**src/rtl/glb_port_arbiter.sv**
```systemverilog
// glb_port_arbiter
//  Shares the single-read / single-write GLB SRAM among the DMA clients.
//  Read clients (weight, ifmap, bias) and write clients (opsum, spill) are each
//  arbitrated round-robin; byte addresses become word addresses and byte
//  strobes expand to active-low BWEB bit enables.  Read responses are tagged
//  and returned to the issuing client RD_LAT cycles after the grant.
//  A write with any strobe set blocks a same-cycle read of the same word, so
//  the read retries next cycle and observes the written data.
//  Optional feature macro: GLB_ARB_WEIGHT_PRIO_EN -- read client 0 gets strict
//  priority; the rotating pointer then covers clients 1..NUM_RD-1 only.
module glb_port_arbiter #(
  parameter int NUM_RD = 3,
  parameter int NUM_WR = 2,
  parameter int ADDR_W = 32,
  parameter int DATA_W = 32,
  parameter int RD_LAT = 1
) (
  input  logic                         clk,
  input  logic                         rst,
  input  logic [NUM_RD-1:0]            rd_req_valid,
  input  logic [NUM_RD*ADDR_W-1:0]     rd_req_addr,
  output logic [NUM_RD-1:0]            rd_req_ready,
  output logic [NUM_RD-1:0]            rd_rsp_valid,
  output logic [DATA_W-1:0]            rd_rsp_data,
  input  logic [NUM_WR-1:0]            wr_req_valid,
  input  logic [NUM_WR*ADDR_W-1:0]     wr_req_addr,
  input  logic [NUM_WR*DATA_W-1:0]     wr_req_data,
  input  logic [NUM_WR*(DATA_W/8)-1:0] wr_req_strb,
  output logic [NUM_WR-1:0]            wr_req_ready,
  output logic                         sram_re,
  output logic [ADDR_W-3:0]            sram_r_addr,
  input  logic [DATA_W-1:0]            sram_d_out,
  output logic                         sram_web,
  output logic [DATA_W-1:0]            sram_bweb,
  output logic [ADDR_W-3:0]            sram_w_addr,
  output logic [DATA_W-1:0]            sram_d_in,
  output logic                         err_misalign,
  input  logic                         err_clr
);

  localparam int NB     = DATA_W / 8;
  localparam int RIDX_W = (NUM_RD > 1) ? $clog2(NUM_RD) : 1;
  localparam int WIDX_W = (NUM_WR > 1) ? $clog2(NUM_WR) : 1;

  logic [RIDX_W-1:0] rd_ptr_reg, rd_ptr_next;
  logic [WIDX_W-1:0] wr_ptr_reg, wr_ptr_next;
  logic              err_reg, err_next;

  logic              rd_found, wr_found;
  logic [RIDX_W-1:0] rd_sel;
  logic [WIDX_W-1:0] wr_sel;
  logic [ADDR_W-1:0] rd_addr_sel, wr_addr_sel;
  logic [DATA_W-1:0] wr_data_sel;
  logic [NB-1:0]     wr_strb_sel;
  logic              rd_go, wr_go, wr_active, collision, err_set;

  logic [RD_LAT-1:0]             tag_vld_reg;
  logic [RD_LAT-1:0][RIDX_W-1:0] tag_idx_reg;

  // Read winner: first requesting client at or after the rotating pointer
  always_comb begin : rd_pick_comb
    int idx;
    logic [RIDX_W-1:0] cand;
    idx      = 0;
    cand     = '0;
    rd_found = 1'b0;
    rd_sel   = '0;
`ifdef GLB_ARB_WEIGHT_PRIO_EN
    if (rd_req_valid[0]) begin
      rd_found = 1'b1;
    end else begin
      for (int k = 0; k < NUM_RD - 1; k++) begin
        // pointer value 0 (reset) behaves as client 1
        idx = ((rd_ptr_reg == '0) ? 1 : int'(rd_ptr_reg)) + k;
        if (idx >= NUM_RD) idx = idx - (NUM_RD - 1);
        cand = RIDX_W'(idx);
        if (!rd_found && rd_req_valid[cand]) begin
          rd_found = 1'b1;
          rd_sel   = cand;
        end
      end
    end
`else
    for (int k = 0; k < NUM_RD; k++) begin
      idx  = (int'(rd_ptr_reg) + k) % NUM_RD;
      cand = RIDX_W'(idx);
      if (!rd_found && rd_req_valid[cand]) begin
        rd_found = 1'b1;
        rd_sel   = cand;
      end
    end
`endif
  end

  // Write winner: independent round-robin over the write clients
  always_comb begin : wr_pick_comb
    int idx;
    logic [WIDX_W-1:0] cand;
    idx      = 0;
    cand     = '0;
    wr_found = 1'b0;
    wr_sel   = '0;
    for (int k = 0; k < NUM_WR; k++) begin
      idx  = (int'(wr_ptr_reg) + k) % NUM_WR;
      cand = WIDX_W'(idx);
      if (!wr_found && wr_req_valid[cand]) begin
        wr_found = 1'b1;
        wr_sel   = cand;
      end
    end
  end

  assign rd_addr_sel = rd_req_addr[int'(rd_sel)*ADDR_W +: ADDR_W];
  assign wr_addr_sel = wr_req_addr[int'(wr_sel)*ADDR_W +: ADDR_W];
  assign wr_data_sel = wr_req_data[int'(wr_sel)*DATA_W +: DATA_W];
  assign wr_strb_sel = wr_req_strb[int'(wr_sel)*NB +: NB];

  // A zero-strobe write is consumed but never touches the SRAM, so it cannot collide
  assign wr_go     = wr_found & ~rst;
  assign wr_active = wr_go & (|wr_strb_sel);
  assign collision = wr_active & rd_found &
                     (rd_addr_sel[ADDR_W-1:2] == wr_addr_sel[ADDR_W-1:2]);
  assign rd_go     = rd_found & ~rst & ~collision;

  assign sram_re     = rd_go;
  assign sram_r_addr = rd_go ? rd_addr_sel[ADDR_W-1:2] : '0;
  assign sram_web    = ~wr_active;
  assign sram_w_addr = wr_go ? wr_addr_sel[ADDR_W-1:2] : '0;
  assign sram_d_in   = wr_go ? wr_data_sel : '0;
  assign rd_rsp_data = sram_d_out;

  genvar gi;
  generate
    for (gi = 0; gi < NUM_RD; gi++) begin : g_rd_port
      assign rd_req_ready[gi] = rd_go & (rd_sel == RIDX_W'(gi));
      assign rd_rsp_valid[gi] = ~rst & tag_vld_reg[RD_LAT-1] &
                                (tag_idx_reg[RD_LAT-1] == RIDX_W'(gi));
    end
    for (gi = 0; gi < NUM_WR; gi++) begin : g_wr_port
      assign wr_req_ready[gi] = wr_go & (wr_sel == WIDX_W'(gi));
    end
    for (gi = 0; gi < NB; gi++) begin : g_bweb
      assign sram_bweb[gi*8 +: 8] = {8{~(wr_active & wr_strb_sel[gi])}};
    end
  endgenerate

  // Pointer advance after a grant; a stalled or absent read leaves rd_ptr alone
  always_comb begin
    rd_ptr_next = rd_ptr_reg;
    wr_ptr_next = wr_ptr_reg;
    if (rd_go) begin
`ifdef GLB_ARB_WEIGHT_PRIO_EN
      if (rd_sel != '0)
        rd_ptr_next = (int'(rd_sel) == NUM_RD - 1) ? RIDX_W'(1) : rd_sel + RIDX_W'(1);
`else
      rd_ptr_next = (int'(rd_sel) == NUM_RD - 1) ? '0 : rd_sel + RIDX_W'(1);
`endif
    end
    if (wr_go)
      wr_ptr_next = (int'(wr_sel) == NUM_WR - 1) ? '0 : wr_sel + WIDX_W'(1);
  end

  // Sticky misalignment flag; a new error in the clear cycle keeps it set
  assign err_set  = (rd_go & (|rd_addr_sel[1:0])) | (wr_go & (|wr_addr_sel[1:0]));
  assign err_next = err_set ? 1'b1 : (err_clr ? 1'b0 : err_reg);
  assign err_misalign = err_reg & ~rst;

  // Arbitration state registers
  always_ff @(posedge clk) begin
    if (rst) begin
      rd_ptr_reg <= '0;
      wr_ptr_reg <= '0;
      err_reg    <= 1'b0;
    end else begin
      rd_ptr_reg <= rd_ptr_next;
      wr_ptr_reg <= wr_ptr_next;
      err_reg    <= err_next;
    end
  end

  // Response tag pipeline: the last stage lines up with valid SRAM read data
  always_ff @(posedge clk) begin
    if (rst) begin
      tag_vld_reg <= '0;
      tag_idx_reg <= '0;
    end else begin
      tag_vld_reg[0] <= rd_go;
      tag_idx_reg[0] <= rd_sel;
      for (int s = 1; s < RD_LAT; s++) begin
        tag_vld_reg[s] <= tag_vld_reg[s-1];
        tag_idx_reg[s] <= tag_idx_reg[s-1];
      end
    end
  end

endmodule
```
**config.mk**
```make
export PLATFORM = sky130hd
export DESIGN_NAME = glb_port_arbiter
export DESIGN_NICKNAME = d
export VERILOG_FILES = /design/src/rtl/glb_port_arbiter.sv
export SDC_FILE = /design/constraint.sdc
export NUM_CORES = 1
export LEC_CHECK = 0
export BUFFER_PORTS_ARGS = -buffer_cell sky130_fd_sc_hd__buf_2
export CORE_AREA = 2 2 173 175
export CTS_CLUSTER_DIAMETER = 150
export DETAILED_ROUTE_END_ITERATION = 6
export DIE_AREA = 0 0 175 177
export GPL_TIMING_DRIVEN = 0
export PLACE_DENSITY = 0.43
export SLEW_MARGIN = 20
export SYNTH_ARGS = -nofsm -noshare
export SYNTH_HDL_FRONTEND = slang
export SYNTH_SLANG_ARGS = --single-unit
```
**constraint.sdc**
```tcl
create_clock -name clk -period 4.2 [get_ports clk]
set_input_delay 0.21 -clock clk [delete_from_list [all_inputs] [get_ports clk]]
set_output_delay 0.21 -clock clk [all_outputs]
set_load 0.005 [all_outputs]
```
**Yosys cells after proc, flatten, opt, wreduce, memory -nomap -nowiden**

Cells that the tools add are included.

- Register bits: 7
- Input port bits: 272
- Output and inout bits: 167
- Logic and storage cells: 98

- Add/subtract/negate cells: 5
- Div/mod/pow operators: 3
- Magnitude comparators: 5
- Eq/ne operators: 6
- Shift operators: 4
- Muxes and demuxes: 27
- Bitwise operators: 31
- Reduce and logical (&&, ||, !) cells: 12

Operators with widths:

| cell | number |
|---|---|
| variable part select 64 x 7 -> 32 bit | 2 |
| variable part select 96 x 8 -> 32 bit | 1 |
| remainder unit 32 x 3 -> 32 bit (second input constant) | 2 |
| 2-to-1 mux 30 bit | 2 |
| remainder unit 3 x 3 -> 32 bit (second input constant) | 1 |
| 2-to-1 mux 32 bit | 1 |
| equality test 30 bit | 1 |
| AND 1 bit | 22 |
| 2-to-1 mux 1 bit | 17 |
| less-than comparator 2 x 3 -> 1 bit (second input constant) | 3 |
| 2-to-1 mux 2 bit | 4 |
| NOT 1 bit | 8 |
| variable part select 8 x 4 -> 4 bit | 1 |
| binary-select mux 1 bit (select 2 bit) | 3 |
| equality test 2 bit (second input constant) | 3 |
| equality test 2 x 1 -> 1 bit (second input constant) | 2 |
| logical NOT 2 bit | 2 |
| less-than comparator 1 x 2 -> 1 bit (second input constant) | 2 |
| OR reduction 2 bit | 2 |
| OR reduction 4 bit | 1 |
| adder 2 x 1 -> 3 bit (second input constant) | 1 |
| adder 2 x 2 -> 3 bit (second input constant) | 1 |
| logical AND 1 bit | 3 |
| logical NOT 1 bit | 3 |
| other kinds (4) | 5 |

**Longest topological paths before layout**

Gate-level depths: netlist of the first run.

- Depth in word-level cells: 18
- Depth in mapped cells: 18
- Gate-level depth less buffers: 13

**Worst setup path after synthesis of the first run**

OpenSTA, ideal clock, no wires.

- Path kind: register to output
- Start: register rd_ptr_reg[0]
- End: output sram_r_addr[10]
- Arrival: 3.495 ns
- Data required time: 3.990 ns
- Slack: 0.495 ns
- Stages on the path, launching flop included: 15
- Path buffers: 1
- Cells stage by stage: dfxtp_1 > inv_1 > ha_1 > nand2b_1 > o31ai_2 > a21oi_4 > nor2_2 > mux2_1 > a32oi_1 > nand4_1 > or4_1 > or4_4 > nand2_2 > buf_4 > nor2_1

- Word-level cells in the longest chain between the ends: 16
- Elaborated cells on any way between the ends: 29
- Classes of those cells: add/sub (2); div (3); eq/ne (1); shift (1); mux (13); bitwise (5); reduce/logical (4)

RTL lines:

| element | line | source |
|---|---|---|
| start, declared | 45 | `logic [RIDX_W-1:0] rd_ptr_reg, rd_ptr_next;` |
| start signal, assigned | 175 | `rd_ptr_reg <= rd_ptr_next;` |
| branches (longest 15 deep; another with remainder unit 32 x 3 -> 32 bit) | -- |  |
| 2-to-1 mux 30 bit * | 126 | `assign sram_r_addr = rd_go ? rd_addr_sel[ADDR_W-1:2] : '0;` |
| end, declared | 31 | `output logic [ADDR_W-3:0] sram_r_addr,` |

Every way passes the cells marked *. The select of a mux whose other input is x is not followed.

**Worst setup path after layout of the first run**

- Start: register rd_ptr_reg[1]
- End: output sram_r_addr[21]

The elaborated chain is that of the path after synthesis.

==> out/qor.txt, run 1 <==
status: complete, but fails checks
failing checks: negative setup slack
EDFF count, synth: 0
synthesized instance count: 569
fill cell instance count of the final layout: 3292
Fmax: 236 MHz
hold depth: 3
Tot Pwr: 4.48 mW
crit path DAT: 4.02 ns
Synth Register Bits: 7
largest family of logic cells by synthesized area: compound AO/OA/AOI/OAI gates
hold_buf cts: 0
clk buf depth: 2
placed instance area: 6290 sq um
post-route cell area: 7620 sq um
# IOs: 439
via-per-instance ratio: 4.56
Num CTS Buffers: 3
CTS tree: done
clock skew: 0.00573 ns
hold crit path type: in -> reg
hold endpoint: wr_ptr_reg$_SDFFE_PP0P_
PnR worst setup slack: -0.0330 ns
die height: 177 um
initial antenna violation count: 2
wire per inst: 22.7 um
iteration count of the initial detailed-routing pass: 5
GR Util All Layers: 19.0%
max_cap viols: 0
syn nets: 845
hold_sp: wr_req_valid[1]
reg2reg setup slack: 0.18 ns
std cell rows: 63
Post-synth top flop: dfxtp_1
Synth warnings: 0
Setup crit start: rd_ptr_reg[1]$_SDFFE_PP0N_
compound-gate portion of the synthesized area: 38.1%
Worst-Margin Slew: 1.05 ns
worst skew pair latency: 0.24 ns
Tcrit/Tclk final: 101%
Yosys cell types: 68
Max Slew Vio Count: 0
Mean Syn Cell Area: 6.63 sq um
H-tree levels: 1
CTS root buffer: clkbuf_16
first-pass GRT wire length: 42200 um
Layout Area Growth over Synthesis: 102%
final WL: 32200 um
via count: 6452
worst-path fanout max: 10
RSZ-0062 raised after global routing: yes
required time worst endpoint: 3.99 ns
Simple-Gate Fraction of Synth Area: 22.9%
Critical R2R Capture: tag_vld_reg$_SDFF_PP0_
mux contribution to synthesized area: 14.4%
mapped cell area: 3770 sq um
pwr dens: 588 nW/um^2
DP HPWL: 25800 um
First DRT Iteration DRCs: 421
Final ANT Viol Nets: 0
Startpoint Class: register
Slew headroom: 29.9%
Initial Util: 12.9%
R2R depth: 18
crit end category: primary output
Final Hold Vio Count: 0
die area: 31000 sq um
Lkg Pwr: 3.78 nW
gp weighted congestion: 0.835
Die X: 175 um
Finish-stage setup viols: 22
largest net degree at the start of global routing: 11
Port Buf Inserts: 406
Synth async-reset ratio: 0%
XOR/XNOR Fraction of Synth Area: 0.696%
area of the core: 29200 sq um
VDD IR max: 0.000223 V
gr ovfl total: 0
share of layout cells above drive strength 1: 61.7%
clock sinks: 7
Synth Area in Adders: 1.33%
post-synthesis sequential area ratio: 3.71%
Total Nets Final: 1298
Crit Path Class: reg -> out
Clock Pin Slew Worst Setup and Hold Paths: 0.04 ns
vias in the first global route: 5895
Tmin final: 4.23 ns
drc violations: 0
RR Startpoint: rd_ptr_reg[1]$_SDFFE_PP0N_
-- stage by stage --
| step | hold slack [ns] | instances | utilization, % | setup TNS [ns] | setup WS [ns] |
|---|---|---|---|---|---|
| after floorplan | 0.392 | 569 | - | 0 | 0.495 |
| after global placement | 0.451 | 1365 | 21.5 | -28.35 | -0.868 |
| after detailed placement | 0.455 | 1365 | 21.5 | -27.90 | -0.848 |
| after CTS | 0.311 | 1391 | 24.1 | -0.0221 | -0.0103 |
| after global routing | 0.341 | 1413 | 26.0 | -2.27 | -0.106 |
| final | 0.316 | 1415 | 26.1 | -0.254 | -0.0330 |
-- cell families after synthesis --
| family | count (synthesis) |
|---|---|
| compound gates | 207 |
| xor+xnor | 3 |
| fa+ha+maj | 4 |
| buf+inv | 115 |
| flops | 7 |
| mux | 53 |
| simple gates | 180 |
-- where the power goes --
group | internal (mW) | leakage (nW) | switching (mW)
clock network | 0.127 | 0.0382 | 0.0407
registers | 0.0965 | 0.0594 | 0.0235
logic | 1.89 | 3.68 | 2.30
-- cells in the mapped netlist, types with 9 or more instances --
library cell | count | area (sq um)
clkbuf_1 | 19 | 71.3
nor2_1 | 69 | 259
a21o_1 | 13 | 97.6
mux2i_1 | 42 | 420
buf_4 | 64 | 480
o21ai_0 | 26 | 130
a21oi_1 | 61 | 305
a22oi_1 | 13 | 97.6
a22o_1 | 34 | 298
nor3_1 | 9 | 45.0
nand2_1 | 35 | 131
buf_2 | 12 | 60.1
nand3_1 | 19 | 95.1
mux2_2 | 9 | 101
inv_1 | 15 | 56.3
-- worst max path at each step --
stage / to / slack (ns) / cells past startpoint
global placement: sram_r_addr[25] / -0.87 / 18
global route: sram_r_addr[10] / -0.11 / 17
floorplan: sram_r_addr[10] / 0.49 / 14
detailed placement: sram_r_addr[25] / -0.85 / 14
CTS: sram_r_addr[10] / -0.01 / 15
finish: sram_r_addr[21] / -0.03 / 17
-- final cells by class --
type / instances / area [sq um] / share of cell area [%]
plain buffers: 99 / 848 / 11.1
well taps: 390 / 488 / 6.40
multi-input cells: 447 / 3480 / 45.7
diodes: 4 / 10.0 / 0.131
repair buffers: 449 / 2510 / 32.9
clock buffers: 4 / 78.8 / 1.03
inverters: 15 / 58.8 / 0.772
flip-flops and latches: 7 / 148 / 1.94
-- per-layer routing --
layer,share of wire [%],vias to the layer above,track usage (%)
met5,0,-,0
met4,2.6,0,4.58
met3,5.7,44,1.91
met2,47,341,30.7
met1,45,3085,26.9
li1,-,2982,-
-- worst max-delay path, stage by stage, from the launching register on --
cell and delay (ns):
dfxtp_4 0.37, inv_4 0.05, ha_4 0.18, mux2i_4 0.21, o21ai_4 0.21, a21oi_4 0.07, buf_6 0.13, buf_4 0.16
o21ai_0 0.26, a21oi_2 0.15, a22o_1 0.29, nor4_4 0.36, nand4_1 0.19, or4_4 0.61, nand2_8 0.16, buf_12 0.16
nor2_1 0.05, buf_2 0.15
-- cells in the final DEF, fill, tap and decap left out, types with 7 or more instances in the layout --
| cell | count |
|---|---|
| a211oi_1 | 7 |
| a21o_1 | 13 |
| a21oi_1 | 47 |
| a21oi_2 | 8 |
| a21oi_4 | 8 |
| a22o_1 | 34 |
| a22oi_1 | 12 |
| and3_1 | 8 |
| buf_12 | 11 |
| buf_2 | 396 |
| buf_4 | 101 |
| buf_6 | 18 |
| clkbuf_1 | 13 |
| inv_1 | 12 |
| mux2_2 | 9 |
| mux2i_1 | 32 |
| mux2i_2 | 8 |
| nand2_1 | 34 |
| nand3_1 | 19 |
| nor2_1 | 55 |
| nor2_4 | 13 |
| nor2b_1 | 7 |
| nor3_1 | 9 |
| o21ai_0 | 20 |
| o21ai_1 | 7 |
-- what timing repair did --
item                                    CTS  global route
pin swaps                                23            18
endpoints found under the setup margin   38            35
resized for setup                       108            90
gates cloned                              1             2
buffers inserted                         22            18
endpoints found under the hold margin     0             0
Note: power is estimated with default switching activity, not from simulation.
==> run 2: changes to the inputs <==
--- a/config.mk
+++ b/config.mk
@@ -11,6 +11,7 @@
 export DETAILED_ROUTE_END_ITERATION = 6
 export DIE_AREA = 0 0 175 177
 export GPL_TIMING_DRIVEN = 0
+export MAX_ROUTING_LAYER = met4
 export PLACE_DENSITY = 0.43
 export SLEW_MARGIN = 20
 export SYNTH_ARGS = -nofsm -noshare
==> run 2 against run 1 <==
Compared with the run above: the run still ends with negative setup slack left; combinational power decreased by 2%; sequential share of layout area about the same; final cell count is 0.21% lower; via count grew 1.1%; non-clock buffer count down 2; largest cell class unchanged.
==> out/qor.txt, run 2 (synthesis results as in run 1) <==
Fmax: 237 MHz (+0.31%)
gr ovfl total: 0 (unchanged)
Layout Area Growth over Synthesis: 100%
worst skew pair latency: 0.24 ns (about the same)
initial antenna violation count: 2 (unchanged)
register share of total power: 2.7% (about the same)
clock skew: 0.00385 ns (-0.00188 ns)
PnR worst setup slack: -0.0200 ns (+0.0130 ns)
Crit path largest cell delay: 0.61 ns (about the same)
gp weighted congestion: 0.848 (+1.5%)
Sw Share: 53.1% (+0.32 points)
Hold Slack: 0.324 ns (+0.00788 ns)
Net Switching: 2.32 mW (-1.7%)
Finish-stage setup viols: 9 (-59%)
Clock Power Share: 3.8% (about the same)
failing checks: negative setup slack
Worst path slowest cell: or4_4
commonest non-fill, non-tap cell in the layout: buf_2
clk buf depth: 2 (unchanged)
Startpoint Class: register
crit path DAT: 4.01 ns (about the same)
crit path cell chain: inv_4, ha_4, mux2i_4, o21ai_4, a21oi_4, buf_6, buf_4, o21ai_0, a21oi_2, a22o_1, nor4_4, nand4_1, or4_4, nand2_8, buf_12, nor2_1, buf_2
Place WS: -0.848 ns (unchanged)
vias in the first global route: 5925 (+0.51%)
crit end category: primary output
Final ANT Viol Nets: 0 (unchanged)
commonest non-fill, non-tap cells in the layout: buf_2, buf_4, nor2_1
worst-path fanout max: 10 (unchanged)
wire per inst: 22.8 um (+0.26%)
die area: 31000 sq um (unchanged)
final WL: 32200 um (about the same)
Lkg Pwr: 3.75 nW (-0.68%)
VDD IR max: 0.000209 V (-6.6%)
H-tree levels: 1 (unchanged)
pwr dens: 579 nW/um^2 (-1.4%)
Die X: 175 um (unchanged)
Final Hold Vio Count: 0 (unchanged)
Tmin final: 4.22 ns (-0.0130 ns)
logic gate share of total power: 93.5% (about the same)
RSZ-0062 raised after global routing: yes
fill cell instance count of the final layout: 3295 (+0.091%)
drc violations: 0 (unchanged)
Port Buf Inserts: 406 (unchanged)
Pint: 2.05 mW (-3.0%)
area of the core: 29200 sq um (unchanged)
via-per-instance ratio: 4.62 (+1.3%)
hold crit path type: in -> reg
Crit Path Class: reg -> out
CTS root buffer: clkbuf_16
std cell rows: 63 (unchanged)
iteration count of the initial detailed-routing pass: 5 (unchanged)
required time worst endpoint: 3.99 ns (about the same)
First DRT Iteration DRCs: 433 (+2.9%)
first-pass GRT wire length: 42200 um (about the same)
Clock Pin Slew Worst Setup and Hold Paths: 0.04 ns (about the same)
Worst-Margin Slew: 1.09 ns (+0.0364 ns)
setup_tns: -0.0775 ns (+0.177 ns)
status: complete, but fails checks
# IOs: 439 (unchanged)
register area: 148 sq um (unchanged)
Max Slew Vio Count: 0 (unchanged)
hold_buf cts: 0 (unchanged)
Total Nets Final: 1296 (-0.15%)
Initial Util: 12.9% (unchanged)
max_cap viols: 0 (unchanged)
Tcrit/Tclk final: 100% (-0.31 points)
Slew headroom: 27.5% (-2.4 points)
GR Util All Layers: 19.5% (+0.55 points)
via count: 6522 (+1.1%)
die height: 177 um (unchanged)
largest net degree at the start of global routing: 11 (unchanged)
DP HPWL: 25800 um (unchanged)
CTS tree: done
Num CTS Buffers: 3 (unchanged)
area of the multi-input gates: 3450 sq um (-0.79%)
reg2reg setup slack: 0.19 ns (about the same)
clock sinks: 7 (unchanged)
share of layout cells above drive strength 1: 61.8% (+0.12 points)
Finished Core Util: 25.8% (-0.23 points)
run 2: cell count changes in the layout (fill, tap and decap cells not counted), moves of 2 or more:
cell      previous run  this run
a21oi_4              8         5
mux2i_2              8        10
mux2i_1             32        30
clkbuf_4             0         2
a21oi_1             47        49
mux2_4               2         0
buf_12              11         8
buf_8                1         3
buf_4              101        98
run 2: what timing repair did:
item	4_1_cts	5_1_grt
gates resized for setup	108	85
pin swaps	23	29
endpoints found under the setup margin	38	34
buffers inserted	22	16
cloned	1	2
hold endpoints to repair	0	0
run 2: power by group through the flow:
stage	Combinational (mW)	Clock [mW]	Sequential [mW]
after global placement	2.81	0	0.108
after global routing	4.33	0.173	0.122
final	4.09	0.166	0.120
after detailed placement	2.81	0	0.108
after CTS	3.51	0.169	0.116
after floorplan	1.61	0	0.104
run 2: per-layer routing:
metal | up-vias | global-route usage (%) | routed length [um]
li1 | 2976 | - | -
met3 | 44 | 1.37 | 1630
met1 | 3150 | 27.2 | 14600
met4 | 0 | 4.69 | 871
met5 | - | - | 0
met2 | 352 | 30.7 | 15100
run 2: layout make-up:
class                   count  area share (%)
clock buffers               4            1.04
inverters                  15           0.778
multi-input cells         447            45.7
diodes                      3          0.0994
plain buffers              99            11.1
repair buffers            447            32.8
flip-flops and latches      7            1.95
well taps                 390            6.46
run 2: worst paths after layout:
| check | from | end | cells past startpoint |
|---|---|---|---|
| setup / recovery | rd_ptr_reg[1]$_SDFFE_PP0N_ | sram_r_addr[10] | 17 |
| hold / removal | err_clr | err_reg$_SDFFE_PP0P_ | 4 |
| setup reg to reg | rd_ptr_reg[1]$_SDFFE_PP0N_ | tag_vld_reg$_SDFF_PP0_ | 18 |
| hold reg to reg | wr_ptr_reg$_SDFFE_PP0P_ | wr_ptr_reg$_SDFFE_PP0P_ | 2 |
run 2: per-stage QoR:
stage | power, mW | std cells | cell area (sq um)
floorplan | 1.72 | 569 | 3770
CTS | 3.79 | 1391 | 7040
detailed placement | 2.92 | 1365 | 6290
global placement | 2.92 | 1365 | 6290
global route | 4.62 | 1411 | 7550
finish | 4.38 | 1412 | 7550
run 2: critical path: cells and delay by family (launching register included):
family | cells | cell delay [ns]
fa+ha+maj | 1 | 0.18
flops | 1 | 0.37
simple gates | 5 | 1.38
mux | 1 | 0.21
compound gates | 5 | 0.97
buf+inv | 5 | 0.64
==> run 3: changes to the inputs <==
--- a/config.mk
+++ b/config.mk
@@ -6,13 +6,12 @@
 export NUM_CORES = 1
 export LEC_CHECK = 0
 export BUFFER_PORTS_ARGS = -buffer_cell sky130_fd_sc_hd__buf_2
-export CORE_AREA = 2 2 173 175
+export CORE_AREA = 2 2 170 172
 export CTS_CLUSTER_DIAMETER = 150
 export DETAILED_ROUTE_END_ITERATION = 6
-export DIE_AREA = 0 0 175 177
+export DIE_AREA = 0 0 172 174
 export GPL_TIMING_DRIVEN = 0
 export MAX_ROUTING_LAYER = met4
-export PLACE_DENSITY = 0.43
 export SLEW_MARGIN = 20
 export SYNTH_ARGS = -nofsm -noshare
 export SYNTH_HDL_FRONTEND = slang
==> constraint.sdc (replaced) <==
create_clock -name clk -period 3.9 [get_ports clk]
set_input_delay 0.195 -clock clk [delete_from_list [all_inputs] [get_ports clk]]
set_output_delay 0.195 -clock clk [all_outputs]
set_load 0.005 [all_outputs]
==> run 3 against run 2 <==
Compared with the run above: the flow still finishes with violations (negative setup slack); via count decreased by 0.55%; critical path depth is the same; worst setup slack got worse by 0.29 ns; core utilization rose by 0.58 points; largest cell class unchanged; cell area decreased by 1.3%; highest routed layer unchanged; sequential share of layout area hardly changed.
==> out/qor.txt, run 3 (synthesis results as in run 1) <==
status: complete, but fails checks
failing checks: negative setup slack
register share of total power: 2.9% (+0.2 points)
worst skew pair latency: 0.24 ns (about the same)
Sw Share: 54.3% (+1.1 points)
Crit path largest cell delay: 0.62 ns (about the same)
Tmin final: 4.21 ns
clock sinks: 7 (unchanged)
share of layout cells above drive strength 1: 60.4% (-1.4 points)
Worst path slowest cell: or4_4
PnR worst setup slack: -0.309 ns (-0.289 ns)
iteration count of the initial detailed-routing pass: 7 (+2)
gp weighted congestion: 0.856 (+0.87%)
Fmax: 238 MHz
Worst-Margin Slew: 1.08 ns (-0.0116 ns)
CTS tree: done
VDD IR max: 0.000253 V (+21%)
setup_tns: -8.56 ns (-8.48 ns)
Lkg Pwr: 3.74 nW (-0.33%)
GR Util All Layers: 19.9% (+0.35 points)
Slew headroom: 28.3% (+0.78 points)
drc violations: 0 (unchanged)
Net Switching: 2.43 mW (+4.5%)
crit path cell chain: inv_4, ha_4, nand4b_1, a21o_1, nand2_4, buf_12, buf_12, mux2i_4, o22ai_2, o41ai_4, nand3_2, or4_4, nand2_8, buf_6, buf_12, nor2_1, buf_2
Finish-stage setup viols: 37 (+28)
required time worst endpoint: 3.70 ns (-0.29 ns)
Max Slew Vio Count: 0 (unchanged)
fill cell instance count of the final layout: 3182 (-3.4%)
H-tree levels: 1 (unchanged)
register area: 148 sq um (unchanged)
Clock Power Share: 4.2% (+0.4 points)
via count: 6486 (-0.55%)
commonest non-fill, non-tap cell in the layout: buf_2
via-per-instance ratio: 4.59 (-0.69%)
pwr dens: 600 nW/um^2 (+3.6%)
max_cap viols: 0 (unchanged)
Initial Util: 13.4% (+0.46 points)
vias in the first global route: 6117 (+3.2%)
DP HPWL: 24900 um (-3.3%)
hold_buf cts: 0 (unchanged)
crit path DAT: 4.01 ns (about the same)
area of the core: 28200 sq um (-3.4%)
clk buf depth: 2 (unchanged)
Total Nets Final: 1298 (+0.15%)
Crit Path Class: reg -> out
Num CTS Buffers: 3 (unchanged)
wire per inst: 21.8 um (-4.2%)
initial antenna violation count: 8 (+6)
# IOs: 439 (unchanged)
First DRT Iteration DRCs: 546 (+26%)
Final Hold Vio Count: 0 (unchanged)
logic gate share of total power: 93.0% (-0.5 points)
final WL: 30900 um (-4.1%)
RSZ-0062 raised after global routing: yes
clock skew: 0.00558 ns (+0.00173 ns)
largest net degree at the start of global routing: 11 (unchanged)
Startpoint Class: register
Pint: 2.05 mW (-0.21%)
gr ovfl total: 0 (unchanged)
Port Buf Inserts: 406 (unchanged)
Clock Pin Slew Worst Setup and Hold Paths: 0.04 ns (about the same)
Layout Area Growth over Synthesis: 97.6%
cell mode on critical path: buf_12
commonest non-fill, non-tap cells in the layout: buf_2, buf_4, nor2_1
CTS root buffer: clkbuf_16
die height: 174 um (-1.7%)
area of the multi-input gates: 3390 sq um (-1.7%)
Finished Core Util: 26.4% (+0.58 points)
worst-path fanout max: 8 (-2)
first-pass GRT wire length: 41900 um (-0.72%)
hold crit path type: in -> reg
std cell rows: 62 (-1.6%)
die area: 29900 sq um (-3.4%)
Final ANT Viol Nets: 0 (unchanged)
Tcrit/Tclk final: 108%
Die X: 172 um (-1.7%)
crit end category: primary output
==> run 3: cell count changes in the layout (fill, tap and decap cells not counted), moves of 3 or more <==
| cell | delta |
|---|---|
| nor2_4 | -6 |
| o21ai_1 | -3 |
| buf_2 | +5 |
| a21oi_1 | +5 |
| o21ai_0 | +3 |
| mux2i_1 | +3 |
| diode_2 | +6 |
| a21oi_2 | -3 |
| mux2i_2 | -5 |
| nor2_1 | +5 |
==> run 3: what timing repair did <==
action	CTS	global route
endpoints found under the setup margin	38	38
pin swaps	33	12
resized for setup	147	23
buffers inserted	37	6
gates cloned	2	0
==> run 3: metal layers <==
metal | global-route usage [%] | wire, um | part of all wire [%] | vias to the layer above
met3 | 5.40 | 2770 | 9.0 | 43
met1 | 25.0 | 13100 | 42 | 3079
li1 | - | - | - | 2989
met2 | 31.7 | 14400 | 47 | 375
met4 | 4.34 | 675 | 2.2 | 0
met5 | - | 0 | 0 | -
==> run 3: worst paths after layout <==
check                                                start                         end  slack [ns]  depth (start not counted)
worst max-delay path            rd_ptr_reg[0]$_SDFFE_PP0N_             sram_r_addr[14]       -0.31                         17
worst min-delay path                       wr_req_valid[1]     wr_ptr_reg$_SDFFE_PP0P_        0.31                          3
worst min register to register     wr_ptr_reg$_SDFFE_PP0P_     wr_ptr_reg$_SDFFE_PP0P_        0.47                          2
worst max register to register  rd_ptr_reg[0]$_SDFFE_PP0N_  rd_ptr_reg[1]$_SDFFE_PP0N_       -0.14                         20
==> run 3: metrics by stage <==
stage | setup WS [ns] | power, mW | instance area [sq um] | hold slack [ns] | std cells
after global placement | -1.51 | 3.15 | 6290 | 0.453 | 1359
after CTS | -0.265 | 4.31 | 7330 | 0.299 | 1401
after floorplan | 0.210 | 1.85 | 3770 | 0.377 | 569
final | -0.309 | 4.48 | 7460 | 0.308 | 1414
after global routing | -0.400 | 4.73 | 7460 | 0.347 | 1413
after detailed placement | -1.56 | 3.16 | 6290 | 0.461 | 1359
==> run 3: power groups by stage <==
| stage | Sequential (mW) | Clock [mW] | Combinational [mW] |
|---|---|---|---|
| detailed placement | 0.116 | 0 | 3.05 |
| CTS | 0.127 | 0.191 | 4.00 |
| floorplan | 0.112 | 0 | 1.74 |
| global placement | 0.115 | 0 | 3.04 |
| global route | 0.134 | 0.196 | 4.40 |
| finish | 0.129 | 0.186 | 4.16 |
==> run 3: critical path, delay by kind of cell (launching register included) <==
kind | cells | cell delay (ns)
buffers and inverters | 6 | 0.72
DFF | 1 | 0.37
AOI/OAI and AO/OA | 3 | 0.79
adders and majority gates | 1 | 0.31
and+or+nand+nor | 6 | 1.29
muxes | 1 | 0.28
==> run 3: layout make-up <==
type / instances / share of cell area [%]
inverter: 15 / 0.855
tap: 384 / 6.44
buffer: 99 / 11.1
antenna: 9 / 0.302
clock buffer: 4 / 1.06
timing repair buffer: 449 / 32.8
multi-input combinational: 447 / 45.5
sequential: 7 / 1.98
